File: config.mk
export PLATFORM = sky130hd
export DESIGN_NAME = mul_fixedpoint_seq
export DESIGN_NICKNAME = d
export VERILOG_FILES = /design/src/rtl/mul_fixedpoint_seq.sv
export SDC_FILE = /design/constraint.sdc
export NUM_CORES = 1
export LEC_CHECK = 0
export CORE_MARGIN = 2
export CORE_UTILIZATION = 60
export DETAILED_ROUTE_END_ITERATION = 12
export PLACE_DENSITY = 0.8
export SETUP_SLACK_MARGIN = 0.5
export SYNTH_ARGS = -nofsm -noshare
export SYNTH_HDL_FRONTEND = slang
export SYNTH_SLANG_ARGS = --single-unit
File: constraint.sdc
create_clock -name clk -period 5.3 [get_ports clk]
set_clock_uncertainty 0.2 [all_clocks]
set_input_delay 1.59 -clock clk [delete_from_list [all_inputs] [get_ports clk]]
set_output_delay 1.59 -clock clk [all_outputs]
set_load 0.02 [all_outputs]
File: src/rtl/mul_fixedpoint_seq.sv
// rtl/mul_fixedpoint_seq.sv - multi-cycle signed Q7.8 shift-add multiplier with saturation and N/V/Z flags
module mul_fixedpoint_seq #(
    parameter int DATA_WIDTH = 16,
    parameter int FRAC_BITS  = 8
) (
    input  logic                  clk,
    input  logic                  rst,
    input  logic                  in_valid,
    output logic                  in_ready,
    input  logic [DATA_WIDTH-1:0] A,
    input  logic [DATA_WIDTH-1:0] B,
    output logic                  out_valid,
    input  logic                  out_ready,
    output logic [DATA_WIDTH-1:0] Out,
    output logic                  N,
    output logic                  V,
    output logic                  Z,
    output logic                  busy
);

    // Magnitudes need one extra bit so |-2^(W-1)| is representable.
    localparam int MAG_W = DATA_WIDTH + 1;
    localparam int ACC_W = 2 * DATA_WIDTH + 2;
    localparam int CNT_W = $clog2(DATA_WIDTH + 2);

    localparam logic [ACC_W-1:0] POS_LIMIT = {{(ACC_W-DATA_WIDTH+1){1'b0}}, {(DATA_WIDTH-1){1'b1}}};
    localparam logic [ACC_W-1:0] NEG_LIMIT = POS_LIMIT + ACC_W'(1);

    typedef enum logic [1:0] {
        IDLE = 2'd0,
        CALC = 2'd1,
        DONE = 2'd2
    } state_t;

    state_t            state;
    logic [ACC_W-1:0]  mcand;
    logic [MAG_W-1:0]  mplier;
    logic [ACC_W-1:0]  acc;
    logic [CNT_W-1:0]  cnt;
    logic              sign;

    logic [MAG_W-1:0]      a_ext;
    logic [MAG_W-1:0]      b_ext;
    logic [MAG_W-1:0]      abs_a;
    logic [MAG_W-1:0]      abs_b;
    logic [ACC_W-1:0]      acc_next;
    logic [ACC_W-1:0]      mag;
    logic [DATA_WIDTH-1:0] res_out;
    logic                  res_v;

    // Operand magnitudes and the next shift-add step with its saturated result.
    always_comb begin
        a_ext    = {A[DATA_WIDTH-1], A};
        b_ext    = {B[DATA_WIDTH-1], B};
        abs_a    = a_ext[MAG_W-1] ? (MAG_W'(0) - a_ext) : a_ext;
        abs_b    = b_ext[MAG_W-1] ? (MAG_W'(0) - b_ext) : b_ext;
        acc_next = mplier[0] ? (acc + mcand) : acc;
        mag      = acc_next >> FRAC_BITS;
        res_out  = '0;
        res_v    = 1'b0;
        if (!sign) begin
            if (mag > POS_LIMIT) begin
                res_out = {1'b0, {(DATA_WIDTH-1){1'b1}}};
                res_v   = 1'b1;
            end else begin
                res_out = mag[DATA_WIDTH-1:0];
            end
        end else begin
            if (mag > NEG_LIMIT) begin
                res_out = {1'b1, {(DATA_WIDTH-1){1'b0}}};
                res_v   = 1'b1;
            end else begin
                // A zero magnitude negates to zero, so no negative zero appears.
                res_out = DATA_WIDTH'(0) - mag[DATA_WIDTH-1:0];
            end
        end
    end

    // Control FSM, datapath registers and registered result/flags.
    always_ff @(posedge clk or posedge rst) begin
        if (rst) begin
            state     <= IDLE;
            mcand     <= '0;
            mplier    <= '0;
            acc       <= '0;
            cnt       <= '0;
            sign      <= 1'b0;
            Out       <= '0;
            N         <= 1'b0;
            V         <= 1'b0;
            Z         <= 1'b0;
            out_valid <= 1'b0;
            busy      <= 1'b0;
            in_ready  <= 1'b1;
        end else begin
            case (state)
                IDLE: begin
                    if (in_valid) begin
                        mcand    <= ACC_W'(abs_a);
                        mplier   <= abs_b;
                        sign     <= A[DATA_WIDTH-1] ^ B[DATA_WIDTH-1];
                        acc      <= '0;
                        cnt      <= '0;
                        state    <= CALC;
                        in_ready <= 1'b0;
                        busy     <= 1'b1;
                    end
                end
                CALC: begin
                    acc    <= acc_next;
                    mcand  <= mcand << 1;
                    mplier <= mplier >> 1;
                    cnt    <= cnt + CNT_W'(1);
                    if (cnt == CNT_W'(DATA_WIDTH)) begin
                        state     <= DONE;
                        Out       <= res_out;
                        N         <= res_out[DATA_WIDTH-1];
                        V         <= res_v;
                        Z         <= (res_out == '0);
                        out_valid <= 1'b1;
                    end
                end
                DONE: begin
                    if (out_ready) begin
                        state     <= IDLE;
                        out_valid <= 1'b0;
                        busy      <= 1'b0;
                        in_ready  <= 1'b1;
                    end
                end
                default: begin
                    state <= IDLE;
                end
            endcase
        end
    end

endmodule

# --- Word level (Yosys, flattened, before mapping) ---
# Cells that the tools add are included.
word_totals:
  elab_cells: 70
  input_bits: 36
  out_inout_bits: 22
  reg_bits: 115
op_classes:
  order_cmp: 2
  addsub: 5
  mux: 29
  bitwise_logic: 1
  n_reduce_logical: 12
  n_eq_ne: 7
op_table:
  columns: ["op", "count"]
  rows:
  - ["case mux 34 bit (2 select lines)", 2]
  - ["2-to-1 mux 34 bit", 3]
  - ["2-to-1 mux 17 bit", 3]
  - ["2-to-1 mux 16 bit", 3]
  - ["adder 34 bit", 1]
  - ["case mux 17 bit (2 select lines)", 1]
  - ["subtractor 1 x 16 -> 17 bit, first input constant", 2]
  - ["greater-than comparator 26 x 15 -> 1 bit, second input constant", 1]
  - ["greater-than comparator 26 x 16 -> 1 bit, second input constant", 1]
  - ["logical NOT 16 bit", 1]
  - ["subtractor 1 x 16 -> 16 bit, first input constant", 1]
  - ["AND reduction 3 bit", 4]
  - ["case mux 5 bit (2 select lines)", 1]
  - ["2-to-1 mux 1 bit", 8]
  - ["!= test 2 bit, second input constant", 4]
  - ["2-to-1 mux 2 bit", 3]
  - ["case mux 1 bit (2 select lines)", 3]
  - ["case mux 2 bit (3 select lines)", 1]
  - ["AND reduction 2 bit", 3]
  - ["nonzero test 2 bit", 3]
  - ["adder 5 x 1 -> 5 bit, second input constant", 1]
  - ["equality test 5 bit, second input constant", 1]
  - ["2-to-1 mux 5 bit", 1]
  - ["equality test 2 x 1 -> 1 bit, second input constant", 1]
  - ["other kinds (3)", 3]

# --- Logic depth before layout (Yosys ltp) ---
# Gate-level depths: netlist (run 1).
depth:
  ltp_word: 6
  ltp_mapped: 19
  depth_no_buf: 17

# --- Least setup slack after synthesis (run 1) ---
# No wires, ideal clock.
synth_path:
  path_type: "register -> register"
  startpoint: "reg mcand[0]"
  endpoint: "reg Z"
  required_ps: 5024
  n_path_buf: 1
  setup_slack_ps: 705
  setup_time_ps: 76
  arrival_ps: 4318
  period_less_slack_ps: 4595
  stages_incl_launch_ff: 19
  cell_sequence: "dfrtp_1 ha_1 inv_1 fa_1 nand2b_1 a21oi_2 o22ai_1 xnor2_1 mux2i_1 ha_1 inv_1 nor4b_1 nand4b_1 o31a_1 or2_1 buf_6 o41ai_2 o2111ai_1 o21ai_1"
synth_between:
  elab_chain_cells: 6
  elab_cells_between_ends: 9
  cone_classes: "add/sub: 2; order compare: 2; mux: 4; reduce/logical: 1"
synth_lines:
  columns: ["element", "line", "text"]
  rows:
  - ["start: declaration", "36", "logic [ACC_W-1:0] mcand;"]
  - ["start signal: assignment", "99", "mcand <= ACC_W'(abs_a);"]
  - ["start signal: assignment", "111", "mcand <= mcand << 1;"]
  - ["adder 34 bit *", "57", "acc_next = mplier[0] ? (acc + mcand) : acc;"]
  - ["2-to-1 mux 34 bit *", "57", null]
  - ["greater-than comparator 26 x 15 -> 1 bit, or another cell as far along", "62", "if (mag > POS_LIMIT) begin"]
  - ["2-to-1 mux 16 bit (on tied branches)", "62, 69", null]
  - ["2-to-1 mux 16 bit *", "61", "if (!sign) begin"]
  - ["logical NOT 16 bit *", "119", "Z <= (res_out == '0);"]
  - ["end signal: assignment", "119", null]
  - ["end: declaration", "17", "output logic Z,"]
# Mark *: on every way between the ends. The rest lies on a longest branch, timed or not. The select of a mux whose other input is x is not followed.
# A chain may end at the register's enable or synchronous reset.

# --- Worst setup path in the final report (run 1) ---
layout_path:
  startpoint: "reg mcand[6]"
  endpoint: "reg Out[1]"
layout_between:
  elab_chain_cells: 5
  elab_cells_between_ends: 8
  cone_classes: "add/sub: 2; order compare: 2; mux: 4"
layout_lines:
  columns: ["element", "line", "text"]
  rows:
  - ["adder 34 bit *", "57", null]
  - ["2-to-1 mux 34 bit *", "57", null]
  - ["greater-than comparator 26 x 15 -> 1 bit, or another cell as far along", "62", null]
  - ["2-to-1 mux 16 bit (on tied branches)", "62, 69", null]
  - ["2-to-1 mux 16 bit *", "61", null]
  - ["end signal: assignment", "116", "Out <= res_out;"]
  - ["end: declaration", "14", "output logic [DATA_WIDTH-1:0] Out,"]
# Marks and branches as above.

==> results of run 1 <==
worst paths after layout:
check                      startpoint   endpoint
max in group asynchronous         rst    Out[12]
hold reg to reg               Out[12]    Out[12]
hold / removal                Out[12]    Out[12]
setup / recovery             mcand[6]     Out[1]
min in group asynchronous         rst  mplier[1]
setup reg to reg             mcand[6]     Out[1]
sequential cells by signal, summed over array words and instances (netlist names):
register	cells
state	2
Out	16
in_ready	1
acc	34
out_valid	1
cnt	5
mcand	34
sign	1
Z	1
V	1
mplier	17
busy	1
critical path: stages (launching register included):
cell,delay [ns]
sky130_fd_sc_hd__dfrtp_1,0.39
sky130_fd_sc_hd__ha_1,0.38
sky130_fd_sc_hd__a21oi_1,0.35
sky130_fd_sc_hd__o21ai_1,0.16
sky130_fd_sc_hd__a211oi_2,0.42
sky130_fd_sc_hd__nor3_1,0.11
sky130_fd_sc_hd__nor3_1,0.30
sky130_fd_sc_hd__xnor2_1,0.17
sky130_fd_sc_hd__or4_1,0.48
sky130_fd_sc_hd__a211o_1,0.42
sky130_fd_sc_hd__nor2_2,0.25
sky130_fd_sc_hd__buf_4,0.22
sky130_fd_sc_hd__a21oi_1,0.11
sky130_fd_sc_hd__a31oi_1,0.29
sky130_fd_sc_hd__o21ai_0,0.11
report_power, final:
| group | switching [mW] | internal (mW) | leakage [nW] | total (mW) |
|---|---|---|---|---|
| logic | 2.94 | 1.79 | 2.33 | 4.73 |
| registers | 0.367 | 1.25 | 1.45 | 1.62 |
| clock network | 0.433 | 0.833 | 0.310 | 1.27 |
| total | 3.74 | 3.88 | 4.08 | 7.62 |
synthesized netlist by cell type (all sizes together), types with 4 or more instances:
cell	count	area, sq um
dfrtp	113	2830
mux2	8	93.8
a211o	5	46.3
nor4	7	50.1
nand2b	12	77.6
or4	5	37.5
nor3	25	125
nand2	138	518
o21a	14	105
nand3	19	95.1
a211oi	11	92.6
inv	23	86.3
mux2i	7	70.1
ha	39	488
clkbuf	43	223
nand4	19	134
o31ai	19	161
o21ai	108	544
and3	7	43.8
or2	4	25.0
xnor2	23	201
o211ai	8	78.8
xor2	24	210
a22o	29	254
a22oi	20	150
o221ai	5	43.8
nor2	52	198
buf	17	103
a21oi	81	417
a21o	8	61.3
o22ai	28	175
o41ai	5	51.3
o21bai	4	30.0
or3	14	93.8
a21boi	7	52.6
and2	7	43.8
a31oi	6	37.5
metrics by stage:
step                instance area (sq um)  util (%)
CTS                                  9810      70.7
global placement                     9170      66.0
global route                         9860      71.1
detailed placement                   9170      66.0
floorplan                            8560         -
finish                               9860      71.1
layer usage:
metal  part of all wire, %  wire length, um
met5                     0                0
met4                   2.7              646
met3                   6.7             1590
met1                    43            10300
met2                    47            11300
placed cells by master, fill, tap and decap left out, types with 21 or more instances in the layout:
| master | Yosys | final |
|---|---|---|
| sky130_fd_sc_hd__inv_1 | 22 | 21 |
| sky130_fd_sc_hd__clkdlybuf4s50_1 | 0 | 57 |
| sky130_fd_sc_hd__a22o_1 | 29 | 29 |
| sky130_fd_sc_hd__xor2_1 | 24 | 24 |
| sky130_fd_sc_hd__nor2_1 | 51 | 49 |
| sky130_fd_sc_hd__xnor2_1 | 23 | 23 |
| sky130_fd_sc_hd__dfrtp_1 | 113 | 113 |
| sky130_fd_sc_hd__ha_1 | 39 | 39 |
| sky130_fd_sc_hd__o22ai_1 | 28 | 28 |
| sky130_fd_sc_hd__a21oi_1 | 78 | 77 |
| sky130_fd_sc_hd__o21ai_0 | 95 | 95 |
| sky130_fd_sc_hd__nor3_1 | 25 | 25 |
| sky130_fd_sc_hd__nand2_1 | 138 | 138 |
cell families (layout without fill, tap and decap cells):
family | after synthesis | count (layout) | synth area share [%]
AO/OA/AOI/OAI | 388 | 388 | 30.2
AND/OR/NAND/NOR | 328 | 328 | 18.8
flip-flops | 114 | 114 | 33.4
buffers and inverters | 86 | 130 | 5.02
XOR/XNOR | 47 | 47 | 4.81
adder cells (fa/ha/maj) | 40 | 40 | 5.94
multiplexers | 15 | 15 | 1.92
repair_timing:
action | 4_1_cts | 5_1_grt
resized for setup | 1 | 8
pin swaps | 0 | 1
gates cloned | 0 | 0
setup endpoints to repair | 1 | 15
buffers inserted | 0 | 1
area by class of cell:
cell class | count | area, sq um | area share (%)
Multi-Input combinational cell | 818 | 5340 | 54.2
Sequential cell | 114 | 2850 | 28.9
Timing Repair Buffer | 73 | 703 | 7.13
Clock buffer | 18 | 429 | 4.35
Tap cell | 180 | 225 | 2.28
Clock inverter | 14 | 211 | 2.14
Inverter | 25 | 97.6 | 0.989
==> flow_results.org, run 1 <==
** Timing
- In this run the tightest slew margin relative to its limit is 34.4%.
- Setup violations remaining at the end of the flow were counted as 0.
- Counting I/O delays and the setup requirement, the final critical path takes 4.53 ns.
- At the pin with the least slew margin, the transition time is 0.981 ns.
- Static timing analysis puts the maximum clock frequency at 221 MHz.
- Setup repair after global routing missed its margin :: false
- Fin crit share :: 85.5%
- Setup slack after layout :: 0.769 ns
- For the final routed database, the setup TNS stands at 0 ns.
- Number of max-slew violations in the final report :: 0
- The final count of hold timing violations came to 0.
- Hold_ws :: 0.264 ns

** Final layout
- Final Instance Count excl. Fillers :: 1242
- Nets@finish :: 1125
- Share of final-layout standard cells stronger than drive strength 1 :: 9.13%
- Fillcell total :: 1124
- Signed area change from the synthesized netlist to the final layout :: 15.3%
- Ant diodes :: 0

** GRT
- For met2 alone, demand over resource in global routing was 53.1%.
- In the global route stage, overall resource usage came out at 32.6%.
- Total global routing overflow :: 0
- The initial antenna violation count was 0.
- The first global-routing pass estimated 38900 um of wire.
- Met1 track utilization from global routing :: 41.8%
- Layer carrying the most global-route usage :: met2
- Maximum number of pins on one net before global-route repair :: 115
- The number of global-route vias before repair came to 7930.
- In the global route stage, met3 resource usage came out at 7.70%.

** Setup path
- For the worst setup path, the data arrival time is 4.61 ns.
- Reg-to-reg slack, setup :: 0.77 ns
- The worst setup path is of the flop to flop kind.
- The worst setup path is captured at a flop.
- Data on the critical path is required at its endpoint by 5.37 ns.
- Counting cells, the worst reg-to-reg path comes to 14.
- In this run the worst path has a maximum fanout of 9.
- CP Launch Type :: flop

** Die
- The floorplan step set the die height to 123 um.
- The core region is 13900 sq um.
- 58 I/O pins were placed.
- The die covers 15200 sq um.
- Std-Cell Rows :: 43
- The die is 123 um wide.
- Initial cell density of the core :: 61.6%

** Clock network
- CTS built an H-tree with a depth of 4.
- Maximum buffer depth of the clock tree :: 2
- Clock-pin slew on the worst setup and hold paths :: 0.05 ns
- TritonCTS clock tree :: yes
- CTS Root Cell :: sky130_fd_sc_hd__clkbuf_16
- Latest clock arrival within the worst-skew pair :: 0.43 ns
- Number of buffers added by the clock tree synthesis step :: 17
- Number of sinks driven by the clock tree :: 114
- In this run, post-CTS hold repair placed 0 buffers.

** Yosys
- Yosys mapped a number of flops with a built-in enable equal to 0.
- Mean post-synth cell area :: 8.41 sq um
- Yosys printed 0 warnings.
- Async set or reset register ratio after synthesis :: 100%
- Top flip-flop cell by instance count after synthesis :: sky130_fd_sc_hd__dfrtp_1
- Register area share after synthesis :: 33.4%
- Unique cell type count in the Yosys netlist :: 100
- Synthesis inferred 114 register bits.
- Mapped cell area :: 8560 sq um
- Synthesis produced a netlist whose cell count is 1018.
- Post-synth net total :: 1094

** Routing
- Final routed wirelength across all metal layers :: 23800 um
- The first detailed-routing pass ran for 5 iterations.
- Across all layers, the routed design uses 8304 vias.
- Initial drt markers :: 814
- After detailed routing, the number of vias per cell comes to 6.69.
- In the routed design, unresolved DRC markers number 0.
- After detailed routing, the average wire length per cell comes to 19.2 um.
- Final antenna-violating net count :: 0

** Power and ir drop
- Power after layout :: 7.62 mW
- Leak pwr :: 4.08 nW
- Worst vdd ir :: 0.399 mV
- Dividing total power by cell area gives a power density of 772 nW/um^2.

** Flow run
- Max-cap violations in this run came to 0.

** Run status
- The run finished with clean final reports.

** Min path
- Class of the tightest hold or removal check :: flop to flop
- Counting instances, the worst hold path has a depth of 2.

** Placed design
- At the end of routability-driven placement, the weighted congestion stood at 0.927.
- Before CTS, the worst setup slack after placement is 0.436 ns.
- Summed over all nets, the half-perimeter wirelength after detailed placement is 16600 um.
- Counting tap cells, the placed design contains a total of 1209 instances.
- Number of port buffers :: 57
Note: power is estimated with default switching activity, not from simulation.
==> run 2: changes to the inputs <==
HOLD_SLACK_MARGIN = 0.08   (was unset)
==> results of run 2 <==
The final DEF is identical to that of run 1; final timing and power are the same.
==> run 3: changes to the inputs <==
CORE_MARGIN = unset   (was 2)
==> flow_results.org, run 3 (synthesis results as in run 1) <==
** Power and ir drop
- The cell-internal power is 3.71 mW (-4.4%).
- Clock Power Share :: 15.1% (-1.5 points)
- The power per cell area was 762 nW/um^2 (-1.3%).
- Net switching power figure :: 3.76 mW (+0.52%)
- Combinational Power Share :: 63.2% (+1.1 points)
- Worst vdd ir :: 0.428 mV (+7.2%)
- Flop pwr share :: 21.7% (+0.4 points)
- The leakage power of the design came to 4.06 nW (-0.67%).
- Proportion of total power due to net switching :: 50.3% (+1.2 points)

** Timing
- Setup repair after global routing left no endpoint under its margin.
- The number of pins with negative max-slew slack in the final report is 0 (unchanged).
- Final worst path period need :: 4.65 ns (+0.121 ns)
- Measured slew at the worst slew-check pin :: 1.00 ns (+0.0202 ns)
- Final Hold Violating Endpoints :: 0 (unchanged)
- Final number of setup-violating endpoints :: 0 (unchanged)
- Slew headroom :: 33.3% (-1.1 points)
- The maximum frequency from static timing analysis came to 215 MHz (-2.6%).
- The setup TNS came to 0 ns (unchanged).
- Hold_ws :: 0.266 ns (+0.00206 ns)
- Fin crit share :: 87.8% (+2.3 points)

** Setup path
- The critical path in this run is classified as flop to flop.
- Crit path depth :: 14 (unchanged)
- Startpoint of the most critical setup path :: mcand[14]
- The stage delay of the slowest cell on the critical path came to 0.46 ns (-0.02 ns).
- The depth of the worst register-to-register path was 14 (unchanged).
- Traced cell by cell, the critical path runs through ha_1 > a21oi_2 > o21ai_0 > or2_2 > o211ai_1 > a2111oi_0 > nor4b_1 > nand4bb_1 > a211o_1 > or2_1 > buf_4 > a211o_2 > o2111ai_1 > o21ai_1.
- STA classifies the critical path startpoint as a flop.
- Library cell contributing the largest single delay on the critical path :: sky130_fd_sc_hd__a211o_1
- The top fanout value on the critical path is 10 (+1).
- The number of buffer and inverter stages on the critical path was 1 (unchanged).
- Family with the most delay on the worst path :: compound AO/OA/AOI/OAI gates
- Crit path arrival time :: 4.77 ns (+0.16 ns)
- STA classifies the critical path endpoint as a flop.
- Required time at the endpoint of the critical path :: 5.41 ns (+0.04 ns)
- Worst flop-to-flop path startpoint :: mcand[14]
- Reg-to-reg slack, setup :: 0.65 ns (-0.12 ns)

** Die
- X dimension of the die :: 121 um (-1.6%)
- IO Count :: 58 (unchanged)
- Overall die area :: 14700 sq um (-3.2%)
- The effective utilization at floorplan was 61.6% (unchanged).
- Std-Cell Rows :: 43 (unchanged)
- Height of the chip :: 121 um (-1.6%)
- The area of the placeable core was 13900 sq um (unchanged).

** Clock network
- The number of buffers inserted during clock tree synthesis was 17 (unchanged).
- CTS Root Cell :: sky130_fd_sc_hd__clkbuf_16
- TritonCTS built the clock tree.
- Latest clock arrival within the worst-skew pair :: 0.44 ns (about the same)
- The CTS H-tree depth was 4 (unchanged).
- Number of sinks driven by the clock tree :: 114 (unchanged)
- The clock-pin transition on the worst setup and hold timing paths was 0.06 ns (about the same).
- Maximum buffer depth of the clock tree :: 2 (unchanged)

** GRT
- Number of global-route vias before repair :: 8082 (+1.9%)
- Total global routing overflow :: 0 (unchanged)
- The largest net degree at the start of global routing was 63 (-45%).
- Global-route wire length before repair :: 39200 um (+0.71%)
- Antenna violations before repair :: 0 (unchanged)
- The aggregate global-route resource usage is 34.0% (+1.5 points).

** Final layout
- Signed area change from the synthesized netlist to the final layout :: 14.5%
- Registers with the most flip-flops :: acc: 34 flops, mcand: 34 flops, mplier: 17 flops
- Share of final-layout standard cells stronger than drive strength 1 :: 9.40% (+0.26 points)
- Commonest cells after routing, fill and taps aside :: sky130_fd_sc_hd__nand2_1, sky130_fd_sc_hd__dfrtp_1, sky130_fd_sc_hd__o21ai_0
- Leaving out fill and tap cells, the most frequent cell in the layout is sky130_fd_sc_hd__nand2_1.
- The net count of the finished layout was 1127 (+0.18%).
- Ant diodes :: 0 (unchanged)

** Placed design
- Final weighted congestion in routability-driven placement :: 0.941 (+1.5%)
- The post-detailed-placement half-perimeter wirelength was 17000 um (+2.5%).
- Number of port buffers :: 57 (unchanged)

** Routing
- DRC Markers :: 0 (unchanged)
- Vias :: 8300 (-0.048%)
- Initial drt markers :: 716 (-12%)
- The mean routed wirelength per cell came to 19.2 um (+0.18%).
- The total length of routed wires was 23900 um (+0.34%).
- Final antenna-violating net count :: 0 (unchanged)
- The met2 layer wire length in the routed design was 11200 um (-0.59%).
- The total length of routed met3 wires is 1770 um (+12%).
- Routed via count divided by cell count :: 6.67 (-0.21%)
- The number of detailed-routing iterations run before antenna repair is 5 (unchanged).
- The routed length on met1 was 10300 um (about the same).
- Max Used Layer :: met4

** Min path
- The path class of the tightest hold or removal check is flop to flop.
- Startpoint of the lowest-slack hold path :: Out[3]
- The worst hold path stage count came to 2 (unchanged).

** Flow run
- Maxcap violations :: 0 (unchanged)

** Run status
- Result of the run :: completed
run 3: cell types whose count changed in the layout (fill, tap and decap cells not counted), sizes merged:
cell    delta
buf        +2
bufinv     -4
clkbuf     -1
inv        +5
run 3: layout make-up:
type | count | area (sq um)
Clock buffer | 17 | 425
Clock inverter | 15 | 149
Fill cell | 1129 | 4080
Inverter | 25 | 97.6
Multi-Input combinational cell | 818 | 5340
Sequential cell | 114 | 2850
Tap cell | 180 | 225
Timing Repair Buffer | 75 | 706
run 3: worst min-delay path, stage by stage, from the launching register on:
cell and delay [ns]:
sky130_fd_sc_hd__dfrtp_1 0.34, sky130_fd_sc_hd__nand2_1 0.05, sky130_fd_sc_hd__nand2_1 0.05
run 3: worst paths after layout:
check	end
worst max-delay path	Z
worst min-delay path	Out[3]
worst max register to register	Z
worst min register to register	Out[3]
max in group asynchronous	mcand[19]
min in group asynchronous	mcand[2]
run 3: metal layers:
layer	up-vias	GRT usage (%)
met4	0	13.7
met5	-	0
met2	377	55.1
met1	3978	44.5
li1	3891	-
met3	54	6.58
run 3: per-stage QoR:
stage / utilization [%] / cells / cell area [sq um] / setup slack, ns / power [mW]
6_report: 70.6 / 1244 / 9800 / 0.647 / 7.47
5_1_grt: 70.6 / 1244 / 9800 / 0.488 / 7.99
4_1_cts: 70.2 / 1243 / 9750 / 0.568 / 7.32
3_5_place_dp: 66.0 / 1211 / 9170 / 0.370 / 6.13
3_3_place_gp: 66.0 / 1211 / 9170 / 0.571 / 6.04
2_1_floorplan: - / 1018 / 8560 / 0.705 / 4.96
run 3: what timing repair did:
| action | CTS | global route |
|---|---|---|
| resized for setup | 1 | 8 |
| setup buffers | 0 | 1 |
| setup endpoints to repair | 1 | 14 |
| hold buffers | 0 | 0 |
| pin swaps | 0 | 1 |
run 3: power groups by stage:
stage                     logic [mW]  registers (mW)  clock network (mW)
after global placement          4.44            1.60                   0
after global routing            5.15            1.67                1.17
after CTS                       4.58            1.61                1.13
after floorplan                 3.41            1.55                   0
after detailed placement        4.51            1.62                   0
final                           4.72            1.62                1.13
